**config.mk**
```make
export PLATFORM = sky130hd
export DESIGN_NAME = rr_arb16_ctrl_flat
export DESIGN_NICKNAME = d
export VERILOG_FILES = /design/src/rtl/rr_arb16_ctrl_pkg.sv /design/src/rtl/rr_arb16_ctrl_if.sv /design/src/rtl/rr_arb16_ctrl_pick16.sv /design/src/rtl/rr_arb16_ctrl.sv /design/src/flat_wrapper.sv
export SDC_FILE = /design/constraint.sdc
export NUM_CORES = 1
export LEC_CHECK = 0
export BUFFER_PORTS_ARGS = -buffer_cell sky130_fd_sc_hd__buf_2
export CAP_MARGIN = 20
export CORE_MARGIN = 4
export CORE_UTILIZATION = 45
export DETAILED_ROUTE_END_ITERATION = 10
export HOLD_SLACK_MARGIN = 0.05
export PLACE_DENSITY = 0.72
export SETUP_SLACK_MARGIN = 0.4
export SLEW_MARGIN = 20
export SYNTH_ARGS = -nofsm -noshare
export SYNTH_HDL_FRONTEND = slang
export SYNTH_SLANG_ARGS = --single-unit
export TNS_END_PERCENT = 30
```
**constraint.sdc**
```tcl
create_clock -name clk -period 5.9 [get_ports clk]
set_input_delay 0.59 -clock clk [delete_from_list [all_inputs] [get_ports clk]]
set_output_delay 0.59 -clock clk [all_outputs]
set_load 0.01 [all_outputs]
```
**src/rtl/rr_arb16_ctrl_pkg.sv**
```systemverilog
// Shared constants, FSM state type and index helper for the 16-way round-robin arbiter.
package arb16_pkg;

   localparam int N_REQ = 16;
   localparam int SEL_W = 4;

   typedef enum logic [1:0] {IDLE, OWN, GAP} state_t;

   function automatic logic [SEL_W-1:0] onehot_to_idx(input logic [N_REQ-1:0] oh);
      logic [SEL_W-1:0] idx;
      idx = '0;
      for (int i = 0; i < N_REQ; i++) begin
         if (oh[i]) idx = idx | SEL_W'(i);
      end
      return idx;
   endfunction

endpackage

```
**src/rtl/rr_arb16_ctrl_if.sv**
```systemverilog
// Request/grant bundle between the requesting channels (master) and the arbiter (slave).
interface rr_arb16_ctrl_if;
   import arb16_pkg::*;

   logic [N_REQ-1:0] req;
   logic             done;
   logic [N_REQ-1:0] gnt;
   logic [SEL_W-1:0] sel;
   logic             gnt_valid;
   logic             timeout;

   modport master (output req, done, input gnt, sel, gnt_valid, timeout);
   modport slave  (input req, done, output gnt, sel, gnt_valid, timeout);

endinterface

```
**src/rtl/rr_arb16_ctrl_pick16.sv**
```systemverilog
// Combinational round-robin picker: first set bit of (req & ~excl) at or above ptr, wrapping.
module rr_pick16
   import arb16_pkg::*;
(
   input  logic [N_REQ-1:0] req,
   input  logic [SEL_W-1:0] ptr,
   input  logic [N_REQ-1:0] excl,
   output logic             any,
   output logic [SEL_W-1:0] idx
);

   logic [N_REQ-1:0] masked;
   logic [N_REQ-1:0] rot;
   logic [SEL_W-1:0] off;

   always_comb begin
      masked = req & ~excl;
      // rot[0] is the candidate at ptr, so a plain lowest-bit search gives rotating priority
      for (int i = 0; i < N_REQ; i++) begin
         rot[i] = masked[SEL_W'(i) + ptr];
      end
      off = '0;
      for (int i = N_REQ - 1; i >= 0; i--) begin
         if (rot[i]) off = SEL_W'(i);
      end
      any = |rot;
      idx = off + ptr;
   end

endmodule

```
**src/rtl/rr_arb16_ctrl.sv**
```systemverilog
// Round-robin arbiter for a shared 16:1 mux with bounded grant tenure (HOLD_MAX).
// Define ARB_DEADCYCLE_EN to insert a one-cycle all-zero GAP after every release.
module rr_arb16_ctrl
   import arb16_pkg::*;
#(
   parameter int HOLD_MAX = 8
) (
   input  logic           clk,
   input  logic           rst_n,
   rr_arb16_ctrl_if.slave bus
);

   localparam logic [7:0] HOLD_LAST = 8'(HOLD_MAX - 1);

   state_t           state, state_d;
   logic [SEL_W-1:0] ptr, ptr_d;
   logic [7:0]       hold_cnt, hold_d;
   logic [N_REQ-1:0] gnt, gnt_d;
   logic [SEL_W-1:0] sel, sel_d;
   logic             gnt_valid, timeout, timeout_d;

   logic             pick_any;
   logic [SEL_W-1:0] pick_idx, pick_ptr;
   logic [N_REQ-1:0] pick_excl;
   logic             owner_req, expire, rel;

   // While owning, re-arbitration starts past the owner and skips it
   assign pick_ptr  = (state == OWN) ? sel + 4'd1 : ptr;
   assign pick_excl = (state == OWN) ? (N_REQ'(1) << sel) : '0;

   rr_pick16 u_pick (
      .req  (bus.req),
      .ptr  (pick_ptr),
      .excl (pick_excl),
      .any  (pick_any),
      .idx  (pick_idx)
   );

   assign owner_req = bus.req[sel];
   assign expire    = (hold_cnt == HOLD_LAST);
   assign rel       = bus.done | ~owner_req | expire;

   always_ff @(posedge clk or negedge rst_n) begin
      if (!rst_n) begin
         state     <= IDLE;
         ptr       <= '0;
         hold_cnt  <= '0;
         gnt       <= '0;
         sel       <= '0;
         gnt_valid <= 1'b0;
         timeout   <= 1'b0;
      end else begin
         state     <= state_d;
         ptr       <= ptr_d;
         hold_cnt  <= hold_d;
         gnt       <= gnt_d;
         sel       <= sel_d;
         gnt_valid <= |gnt_d;
         timeout   <= timeout_d;
      end
   end

   always_comb begin
      state_d   = state;
      ptr_d     = ptr;
      hold_d    = hold_cnt;
      gnt_d     = gnt;
      sel_d     = sel;
      timeout_d = 1'b0;
      case (state)
         IDLE, GAP: begin
            if (pick_any) begin
               state_d = OWN;
               gnt_d   = N_REQ'(1) << pick_idx;
               sel_d   = onehot_to_idx(gnt_d);
               hold_d  = '0;
            end else begin
               state_d = IDLE;
               gnt_d   = '0;
            end
         end
         OWN: begin
            if (!rel) begin
               hold_d = hold_cnt + 8'd1;
            end else begin
               ptr_d     = sel + 4'd1;
               timeout_d = expire & ~bus.done & owner_req;
`ifdef ARB_DEADCYCLE_EN
               state_d = GAP;
               gnt_d   = '0;
`else
               if (pick_any) begin
                  gnt_d  = N_REQ'(1) << pick_idx;
                  sel_d  = onehot_to_idx(gnt_d);
                  hold_d = '0;
               end else begin
                  state_d = IDLE;
                  gnt_d   = '0;
               end
`endif
            end
         end
         default: begin
            state_d = IDLE;
            gnt_d   = '0;
         end
      endcase
   end

   assign bus.gnt       = gnt;
   assign bus.sel       = sel;
   assign bus.gnt_valid = gnt_valid;
   assign bus.timeout   = timeout;

endmodule

```
**src/flat_wrapper.sv**
```systemverilog
// flat-port wrapper written by rule: the top's interface ports become plain ports
module rr_arb16_ctrl_flat import arb16_pkg::*;
#(
   parameter int HOLD_MAX = 8
)
  (clk, rst_n, bus_req, bus_done, bus_gnt, bus_sel, bus_gnt_valid, bus_timeout);
  rr_arb16_ctrl_if bus_i ();
  input  logic clk;
  input  logic rst_n;
  input wire logic [$bits(bus_i.req)-1:0] bus_req;
  input wire logic [$bits(bus_i.done)-1:0] bus_done;
  output wire logic [$bits(bus_i.gnt)-1:0] bus_gnt;
  output wire logic [$bits(bus_i.sel)-1:0] bus_sel;
  output wire logic [$bits(bus_i.gnt_valid)-1:0] bus_gnt_valid;
  output wire logic [$bits(bus_i.timeout)-1:0] bus_timeout;
  assign bus_i.req = bus_req;
  assign bus_i.done = bus_done;
  assign bus_gnt = bus_i.gnt;
  assign bus_sel = bus_i.sel;
  assign bus_gnt_valid = bus_i.gnt_valid;
  assign bus_timeout = bus_i.timeout;
  rr_arb16_ctrl #(.HOLD_MAX(HOLD_MAX)) u_core (.clk(clk), .rst_n(rst_n), .bus(bus_i));
endmodule
```
# After elaboration in Yosys (flattened, before gate mapping)
# Index checks and enable logic that the tools add are counted.
dict set report totals {
  output_inout_bits 22
  reg_bits 36
  wordCells 147
}
dict set report classes {
  n_bitwise 8
  reduce_logical 8
  order_cmp 17
  addsub 18
  n_eq_ne 5
  muxes 82
  shift 2
}
# operator count
set ops {}
lappend ops {{$mux W4} 27}
lappend ops {{$lt A4 B5 Y1 const B} 17}
lappend ops {{$bmux W1 S4} 17}
lappend ops {{$mux W16} 3}
lappend ops {{$add A4 B4 Y4 const A} 8}
lappend ops {{$pmux W16 S2} 1}
lappend ops {{$reduce_or A16 Y1} 2}
lappend ops {{$shl A1 B4 Y16 const A} 2}
lappend ops {{$mux W1} 21}
lappend ops {{$add A3 B4 Y4 const A} 4}
lappend ops {{$and A16 B16 Y16} 1}
lappend ops {{$mux W8} 2}
lappend ops {{$not A16 Y16} 1}
lappend ops {{$pmux W8 S2} 1}
lappend ops {{$mux W3} 4}
lappend ops {{$add A2 B4 Y4 const A} 2}
lappend ops {{$add A8 B1 Y8 const B} 1}
lappend ops {{$eq A8 B3 Y1 const B} 1}
lappend ops {{$mux W2} 4}
lappend ops {{$pmux W4 S2} 1}
lappend ops {{$reduce_and A2 Y1} 3}
lappend ops {{$add A1 B4 Y4 const A} 1}
lappend ops {{$add A4 B1 Y4 const B} 1}
lappend ops {{$add A4 B4 Y4} 1}
lappend ops {{other kinds (11)} 14}

# Depth between registers and ports, before layout
# Gate-level depths: netlist of run 1.
dict set report logic_depth {
  depth_word 42
  depth_mapped 24
}

# By module
# A second synthesis of run 1 with hierarchy kept.
dict set report unflattened {
  hier_cells 345
  area_unflattened_um2 3759.9
}
# module cells_each instances area_each_um2
set modules_own_cells {}
lappend modules_own_cells {rr_arb16_ctrl 179 1 2067.0}
lappend modules_own_cells {rr_pick16 166 1 1692.9}

# Least setup slack after synthesis of run 1
# Ideal clock, no wire load.
dict set report synth_timing {
  path_kind {register to register}
  from {reg u_core.sel[0], in the netlist u_core.bus.sel[0]}
  to {reg u_core.gnt_valid, in the netlist u_core.bus.gnt_valid}
  arrival_time_ns 5.502
  path_stages_with_launch 22
  t_required_ns 5.761
  n_path_buf 1
  slack_ns 0.259
  period_less_slack_ns 5.641
  cell_sequence {dfrtp_1 -> buf_2 -> inv_2 -> ha_1 -> mux2i_2 -> inv_1 -> ha_1 -> xor2_1 -> mux4_2 -> a311o_1 -> nand3_1 -> a31oi_1 -> o211a_1 -> ha_1 -> a21o_1 -> a21oi_1 -> xnor2_1 -> nor3_1 -> o2111ai_1 -> nand3_1 -> nor4_1 -> nand4_1}
}
dict set report synth_between {
  elab_chain_cells 28
  elab_cells_between_ends 81
  cone_classes {add/sub (17); shift (2); mux (55); bitwise (5); reduce/logical (2)}
}
# element line_no
set synth_rtl {}
lappend synth_rtl {{from (decl)} rr_arb16_ctrl.sv:19} ;# logic [SEL_W-1:0] sel, sel_d;
lappend synth_rtl {{from (signal assigned)} rr_arb16_ctrl.sv:57} ;# sel <= sel_d;
lappend synth_rtl {{branches (longest 26 deep; another with $add A4 B1 Y4)} --}
lappend synth_rtl {{$pmux W16 S2 *} rr_arb16_ctrl.sv:70} ;# case (state)
lappend synth_rtl {{via u_core.gnt_d[4]} rr_arb16_ctrl.sv:18} ;# logic [N_REQ-1:0] gnt, gnt_d;
lappend synth_rtl {{$reduce_or A16 Y1 *} rr_arb16_ctrl.sv:58} ;# gnt_valid <= |gnt_d;
lappend synth_rtl {{to (signal assigned)} rr_arb16_ctrl.sv:58}
lappend synth_rtl {{to (decl)} rr_arb16_ctrl.sv:20} ;# logic gnt_valid, timeout, timeout_d;
# Mark *: on every way through the listed nets, which the timed path passes. The select of a mux whose other input is x is not followed.
# A chain may end at the register's enable or synchronous reset.

# Worst setup path after layout of run 1
dict set report layout_timing {
  from {reg u_core.sel[1], in the netlist u_core.bus.sel[1]}
  to {reg u_core.gnt_valid, in the netlist u_core.bus.gnt_valid}
}
# The elaborated chain is that of the path after synthesis.

==> impl_metrics.json, run 1 <==
{
  "outcome": "completed",
  "wl_per_cell_um": 17.1,
  "place_congestion": 0.875,
  "initial_core_util_pct": 47.2,
  "clk_latency_ps": 280,
  "fmax_mhz": 193,
  "synth_ff_type": "dfrtp_1",
  "syn_area_mm2": 0.00350,
  "crit_chain": "buf_6 > inv_1 > ha_1 > mux2i_4 > buf_8 > ha_2 > mux4_2 > mux4_2 > o21ai_0 > a21oi_1 > o21ai_0 > a31oi_1 > o21ai_1 > ha_1 > inv_1 > fa_2 > nor2b_2 > nand2_1 > nor3_1 > o2111ai_1 > nand3_1 > nor4_2 > nand4_1",
  "worstPathArrival_ps": 5320,
  "cts_tree": "yes",
  "synth-async-reset-ratio_pct": 100,
  "drive_gt1_share_pct": 32.8,
  "critPathRequiredTime_ps": 6050,
  "clk_path_buf_depth": 2,
  "crit_buf_inv": 4,
  "hold_violations": 0,
  "die_h_um": 96.2,
  "netlist_instances": 334,
  "cts_made_buffers": 5,
  "finClkSkew_ps": 3.35,
  "drv_slew": 0,
  "mostFrequentLayoutCells": "buf_2 (40), o21ai_0 (36), mux2i_1 (35)",
  "first_pass_iters": 4,
  "rows": 31,
  "period_needed_ps": 5180,
  "drc": 0,
  "final.setup.tns_ps": 0,
  "worstHoldPathType": "in -> async",
  "final_cells": 489,
  "grt_setup_unrepaired": "false",
  "antenna_found_initial": 0,
  "via_per_inst": 5.98,
  "vias": 2922,
  "ys_seq_area_share_pct": 25.0,
  "critPathSlowestCell": "mux4_2",
  "rrSetupSlack_ps": 720,
  "fp.dieArea_mm2": 0.00925,
  "synth_edf_count": 0,
  "clock-sinks": 35,
  "final_nets": 426,
  "syn_area_per_cell_um2": 10.5,
  "clkTransAtPathRegs_ps": 70,
  "fillers": 645,
  "grt_pass1_vias": 2850,
  "ioPinCount": 41,
  "ys_ff_latch": 35,
  "track_usage_pct": 18.5,
  "layout_commonest_cell": "buf_2",
  "drt_iter0_drc": 95,
  "die_w_um": 96.2,
  "setup_viol": 0,
  "yosys_warnings": 0,
  "crit_start": "u_core.bus.sel[1]",
  "critical_path_class": "reg -> reg",
  "crit_path_start_kind": "register",
  "cpLargestDelayFamily": "adder cells",
  "routed_wl_um": 8340,
  "worstMarginPinSlew_ps": 745,
  "core_mm2": 0.00741,
  "synthesis.nets": 371,
  "n_antenna_cell": 0,
  "cp_max_fo": 14,
  "root_buffer": "clkbuf_8",
  "postRouteAntennaNets": 0,
  "placed_cells": 468,
  "timing.final.crit_share_pct": 87.8,
  "hpwl_um": 6490,
  "overflow": 0,
  "r2r-start": "u_core.bus.sel[1]",
  "areaGrowthSynthToFinish_pct": 16.4,
  "whs_ps": 364,
  "h-tree-depth": 2,
  "portBuffers": 40,
  "cpPeakStageDelay_ps": 530,
  "grt_pass1_wl_um": 13600,
  "critPathCaptureType": "register",
  "relSlewSlack_pct": 50.3,
  "synth_cell_types": 60,
  "grt_max_degree": 36,
  "maxCapViolCount": 0
}
[flip-flops by register name (all words and copies together), names as in the netlist]
signal / count
u_core.bus.gnt: 16
u_core.bus.gnt_valid: 1
u_core.bus.sel: 4
u_core.bus.timeout: 1
u_core.hold_cnt: 8
u_core.ptr: 4
u_core.state: 1
[metal layers]
metal	global-route usage (%)	vias to the layer above	share of wire, %
met5	0	-	0
li1	-	1381	-
met1	26.6	1460	46
met3	3.13	13	4.1
met2	29.5	68	48
met4	3.79	0	1.2
[path summary, 6_finish.rpt]
| kind | depth (start not counted) | to |
|---|---|---|
| max | 23 | u_core.bus.gnt_valid |
| min | 1 | u_core.bus.gnt[6] |
| max reg2reg | 23 | u_core.bus.gnt_valid |
| min reg2reg | 2 | u_core.bus.gnt[5] |
| max in group asynchronous | 1 | u_core.bus.sel[0] |
| min in group clk | 2 | u_core.bus.gnt[5] |
[synthesized netlist by cell type, drive strengths merged (7+ instances only)]
library cell	n	area (um^2)
nand2b	11	68.8
mux4	26	597
nor2	8	32.5
o21ai	39	199
dfrtp	35	876
buf	9	76.3
mux2	10	113
nand3	10	50.1
mux2i	43	472
nand2	33	124
inv	13	53.8
a21oi	7	35.0
ha	17	213
xnor2	8	77.6
[repair_timing]
| action | CTS | global route |
|---|---|---|
| resized for setup | 2 | 15 |
| hold buffers | 0 | 0 |
| setup endpoints to repair | 1 | 4 |
| endpoints found under the hold margin | 0 | 0 |
| pin swaps | 0 | 4 |
| buffers inserted | 0 | 13 |
[layout make-up]
type | instances | area, um^2 | area share (%)
Timing Repair Buffer | 60 | 362 | 8.88
Inverter | 13 | 53.8 | 1.32
Sequential cell | 35 | 877 | 21.5
Clock buffer | 6 | 82.6 | 2.03
Clock inverter | 2 | 35.0 | 0.861
Tap cell | 99 | 124 | 3.04
Multi-Input combinational cell | 274 | 2540 | 62.3
[cells by family after synthesis]
logic type / after synthesis / share of synthesized area (%)
simple gates: 92 / 13.8
mux: 79 / 33.8
compound gates: 72 / 13.0
flops: 35 / 25.0
buf+inv: 25 / 4.04
fa+ha+maj: 18 / 6.65
xor+xnor: 13 / 3.69
[per-stage QoR]
step,worst slack (ps),instance area (um^2),utilization [%]
floorplan,544,3510,-
global placement,515,3790,51.2
detailed placement,323,3790,51.2
CTS,455,3920,52.9
global route,396,4070,54.9
finish,721,4070,54.9
Power of run 1 is not shown: default switching activity piles up to over one toggle a cycle in this logic, so the estimate is an artifact.
==> run 2, diff against run 1 <==
--- a/config.mk
+++ b/config.mk
@@ -11,10 +11,11 @@
 export CORE_UTILIZATION = 45
 export DETAILED_ROUTE_END_ITERATION = 10
 export HOLD_SLACK_MARGIN = 0.05
-export PLACE_DENSITY = 0.72
+export PLACE_DENSITY = 0.71
 export SETUP_SLACK_MARGIN = 0.4
 export SLEW_MARGIN = 20
 export SYNTH_ARGS = -nofsm -noshare
 export SYNTH_HDL_FRONTEND = slang
+export SYNTH_HIERARCHICAL = 1
 export SYNTH_SLANG_ARGS = --single-unit
 export TNS_END_PERCENT = 30
==> run 2 against run 1 <==
Die area rose by 6.9%. Clock-buffer cell count down 1. Sequential cell count unchanged. Cell count stayed put. Sequential share of layout area shrank 0.82 points. Synthesized area rose by 7.5%. Maximum frequency rose by 1.9%. First-iteration DRC count increased by 92%. Non-clock buffer count is 13 lower. Global-route usage grew 0.58 points. Critical endpoint is now u_core/bus.gnt[0]. Largest cell class unchanged. Highest routed layer unchanged.
==> impl_metrics.json, run 2 <==
{
  "outcome": "completed",
  "drv_slew": 0,
  "clk_path_buf_depth": 2,
  "fillers": 740,
  "reg.largest.list": "u_core/bus.gnt (16), u_core/hold_cnt (8)",
  "die_h_um": 99.4,
  "drc": 0,
  "postRouteAntennaNets": 0,
  "vias": 2948,
  "synth_ff_type": "dfrtp_1",
  "grt_pass1_vias": 3072,
  "worstHoldPathType": "in -> async",
  "n_antenna_cell": 0,
  "critPathSlowestCell": "mux4_2",
  "hold_violations": 0,
  "critical_path_class": "reg -> reg",
  "cts_tree": "yes",
  "placed_area_mm2": 0.00402,
  "layout_commonest_cell": "buf_2",
  "via_per_inst": 6.03,
  "die_w_um": 99.4,
  "first_pass_iters": 5,
  "areaGrowthSynthToFinish_pct": 12.7,
  "track_usage_pct": 19.1,
  "cpPeakStageDelay_ps": 570,
  "finClkSkew_ps": 9.18,
  "clkTransAtPathRegs_ps": 80,
  "syn_area_mm2": 0.00376,
  "post-place-ws_ps": 442,
  "ys_seq_area_share_pct": 23.3,
  "portBuffers": 40,
  "cts_hold_buf": 0,
  "place_congestion": 0.942,
  "synth_edf_count": 0,
  "grt_max_degree": 36,
  "crit_chain": "buf_4 > ha_1 > ha_1 > mux2i_1 > buf_6 > inv_2 > ha_1 > xor2_4 > mux4_2 > mux2i_4 > nand2_1 > o21bai_1 > a21oi_2 > ha_1 > a21o_1 > a21oi_1 > xnor2_1 > xnor2_1 > or3_1 > nor3_1 > mux2_4",
  "synth.top_cells.by_count": "dfrtp_1 (35), mux2i_1 (34), mux2_2 (27)",
  "synth_top_cell_by_area": "dfrtp_1",
  "synth-async-reset-ratio_pct": 100,
  "drt_iter0_drc": 182,
  "top_register": "u_core/bus.gnt",
  "ys_ff_latch": 35,
  "largest_reg_flops": 16,
  "hpwl_um": 6810,
  "placed_cells": 479,
  "clk_latency_ps": 290,
  "critPathRequiredTime_ps": 6130,
  "root_buffer": "clkbuf_8",
  "routed_wl_um": 9200,
  "drive_gt1_share_pct": 34.6,
  "fp.dieArea_mm2": 0.00988,
  "cp_max_fo": 10,
  "worstPathArrival_ps": 5320,
  "synth_cell_types": 53,
  "final_nets": 420,
  "cpLargestDelayFamily": "multiplexers",
  "crit_buf_inv": 3,
  "clock-sinks": 35,
  "setup_viol": 0,
  "grt_setup_unrepaired": "false",
  "relSlewSlack_pct": 46.8,
  "final.setup.tns_ps": 0,
  "critPathCaptureType": "register",
  "synth.area.top_cells": "dfrtp_1 (23%), mux4_2 (16%), mux2i_1 (9.1%), mux2_2 (8.1%), ha_1 (5.7%)",
  "grt_pass1_wl_um": 15400,
  "maxCapViolCount": 0,
  "crit_path_start_kind": "register",
  "fmax_mhz": 197,
  "initial_core_util_pct": 46.0,
  "wl_per_cell_um": 18.8,
  "period_needed_ps": 5080,
  "h-tree-depth": 2,
  "ioPinCount": 41,
  "setup_ws_ps": 816,
  "crit_top_cell": "ha_1",
  "core_mm2": 0.00818,
  "synthesis.nets": 382,
  "antenna_found_initial": 0,
  "overflow": 0,
  "yosysMostFrequentCell": "dfrtp_1",
  "timing.final.crit_share_pct": 86.2,
  "rows": 33,
  "synth_top_area_share_pct": 23.3,
  "worstMarginPinSlew_ps": 799,
  "netlist_instances": 345,
  "yosys_warnings": 6,
  "cts_made_buffers": 5,
  "design_area_mm2": 0.00424,
  "final_cells": 489,
  "mostFrequentLayoutCells": "buf_2 (40), dfrtp_1 (33), mux2i_1 (32)",
  "syn_area_per_cell_um2": 10.9
}
run 2: final timing paths:
path	startpoint	endpoint	slack (ps)	cells past startpoint
max in group asynchronous	rst_n	u_core/bus.sel[1]	4960	1
setup / recovery	u_core/bus.sel[0]	u_core/bus.gnt[0]	820	21
hold / removal	rst_n	u_core/bus.gnt[14]	380	1
hold reg to reg	u_core/hold_cnt[0]	u_core/hold_cnt[0]	510	1
min in group clk	u_core/hold_cnt[0]	u_core/hold_cnt[0]	510	1
setup reg to reg	u_core/bus.sel[0]	u_core/bus.gnt[0]	820	21
run 2: cell type report:
type	instances	area (um^2)	area share, %
Inverter	12	50.0	1.18
Clock inverter	3	43.8	1.03
Clock buffer	5	68.8	1.62
Sequential cell	35	878	20.7
Multi-Input combinational cell	282	2810	66.3
Timing Repair Buffer	47	256	6.05
Tap cell	105	131	3.10
run 2: kinds of logic after synthesis:
| logic type | after synthesis | share of synthesized area (%) |
|---|---|---|
| AO/OA/AOI/OAI | 34 | 7.06 |
| AND/OR/NAND/NOR | 110 | 16.4 |
| adder cells (fa/ha/maj) | 18 | 6.19 |
| XOR/XNOR | 19 | 4.43 |
| flip-flops | 35 | 23.3 |
| multiplexers | 101 | 38.4 |
| buffers and inverters | 28 | 4.19 |
run 2: per-layer routing:
metal | GRT usage [%] | share of wire (%) | wire length, um | vias up
li1 | - | - | - | 1373
met1 | 26.0 | 43 | 3990 | 1450
met2 | 31.4 | 49 | 4530 | 113
met3 | 3.86 | 6.3 | 584 | 12
met4 | 4.73 | 0.99 | 91 | 0
met5 | 0 | 0 | 0 | -
run 2: repair_timing:
action / 4_1_cts / 5_1_grt
gates resized for setup: 0 / 17
endpoints found under the setup margin: 0 / 16
setup buffers: 0 / 2
run 2: stage by stage:
stage / util [%] / hold WS, ps
finish: 51.8 / 384
global route: 51.8 / 447
CTS: 50.6 / 402
detailed placement: 49.2 / 498
global placement: 49.2 / 494
floorplan: - / 294
Power of run 2 is left out for the same reason.
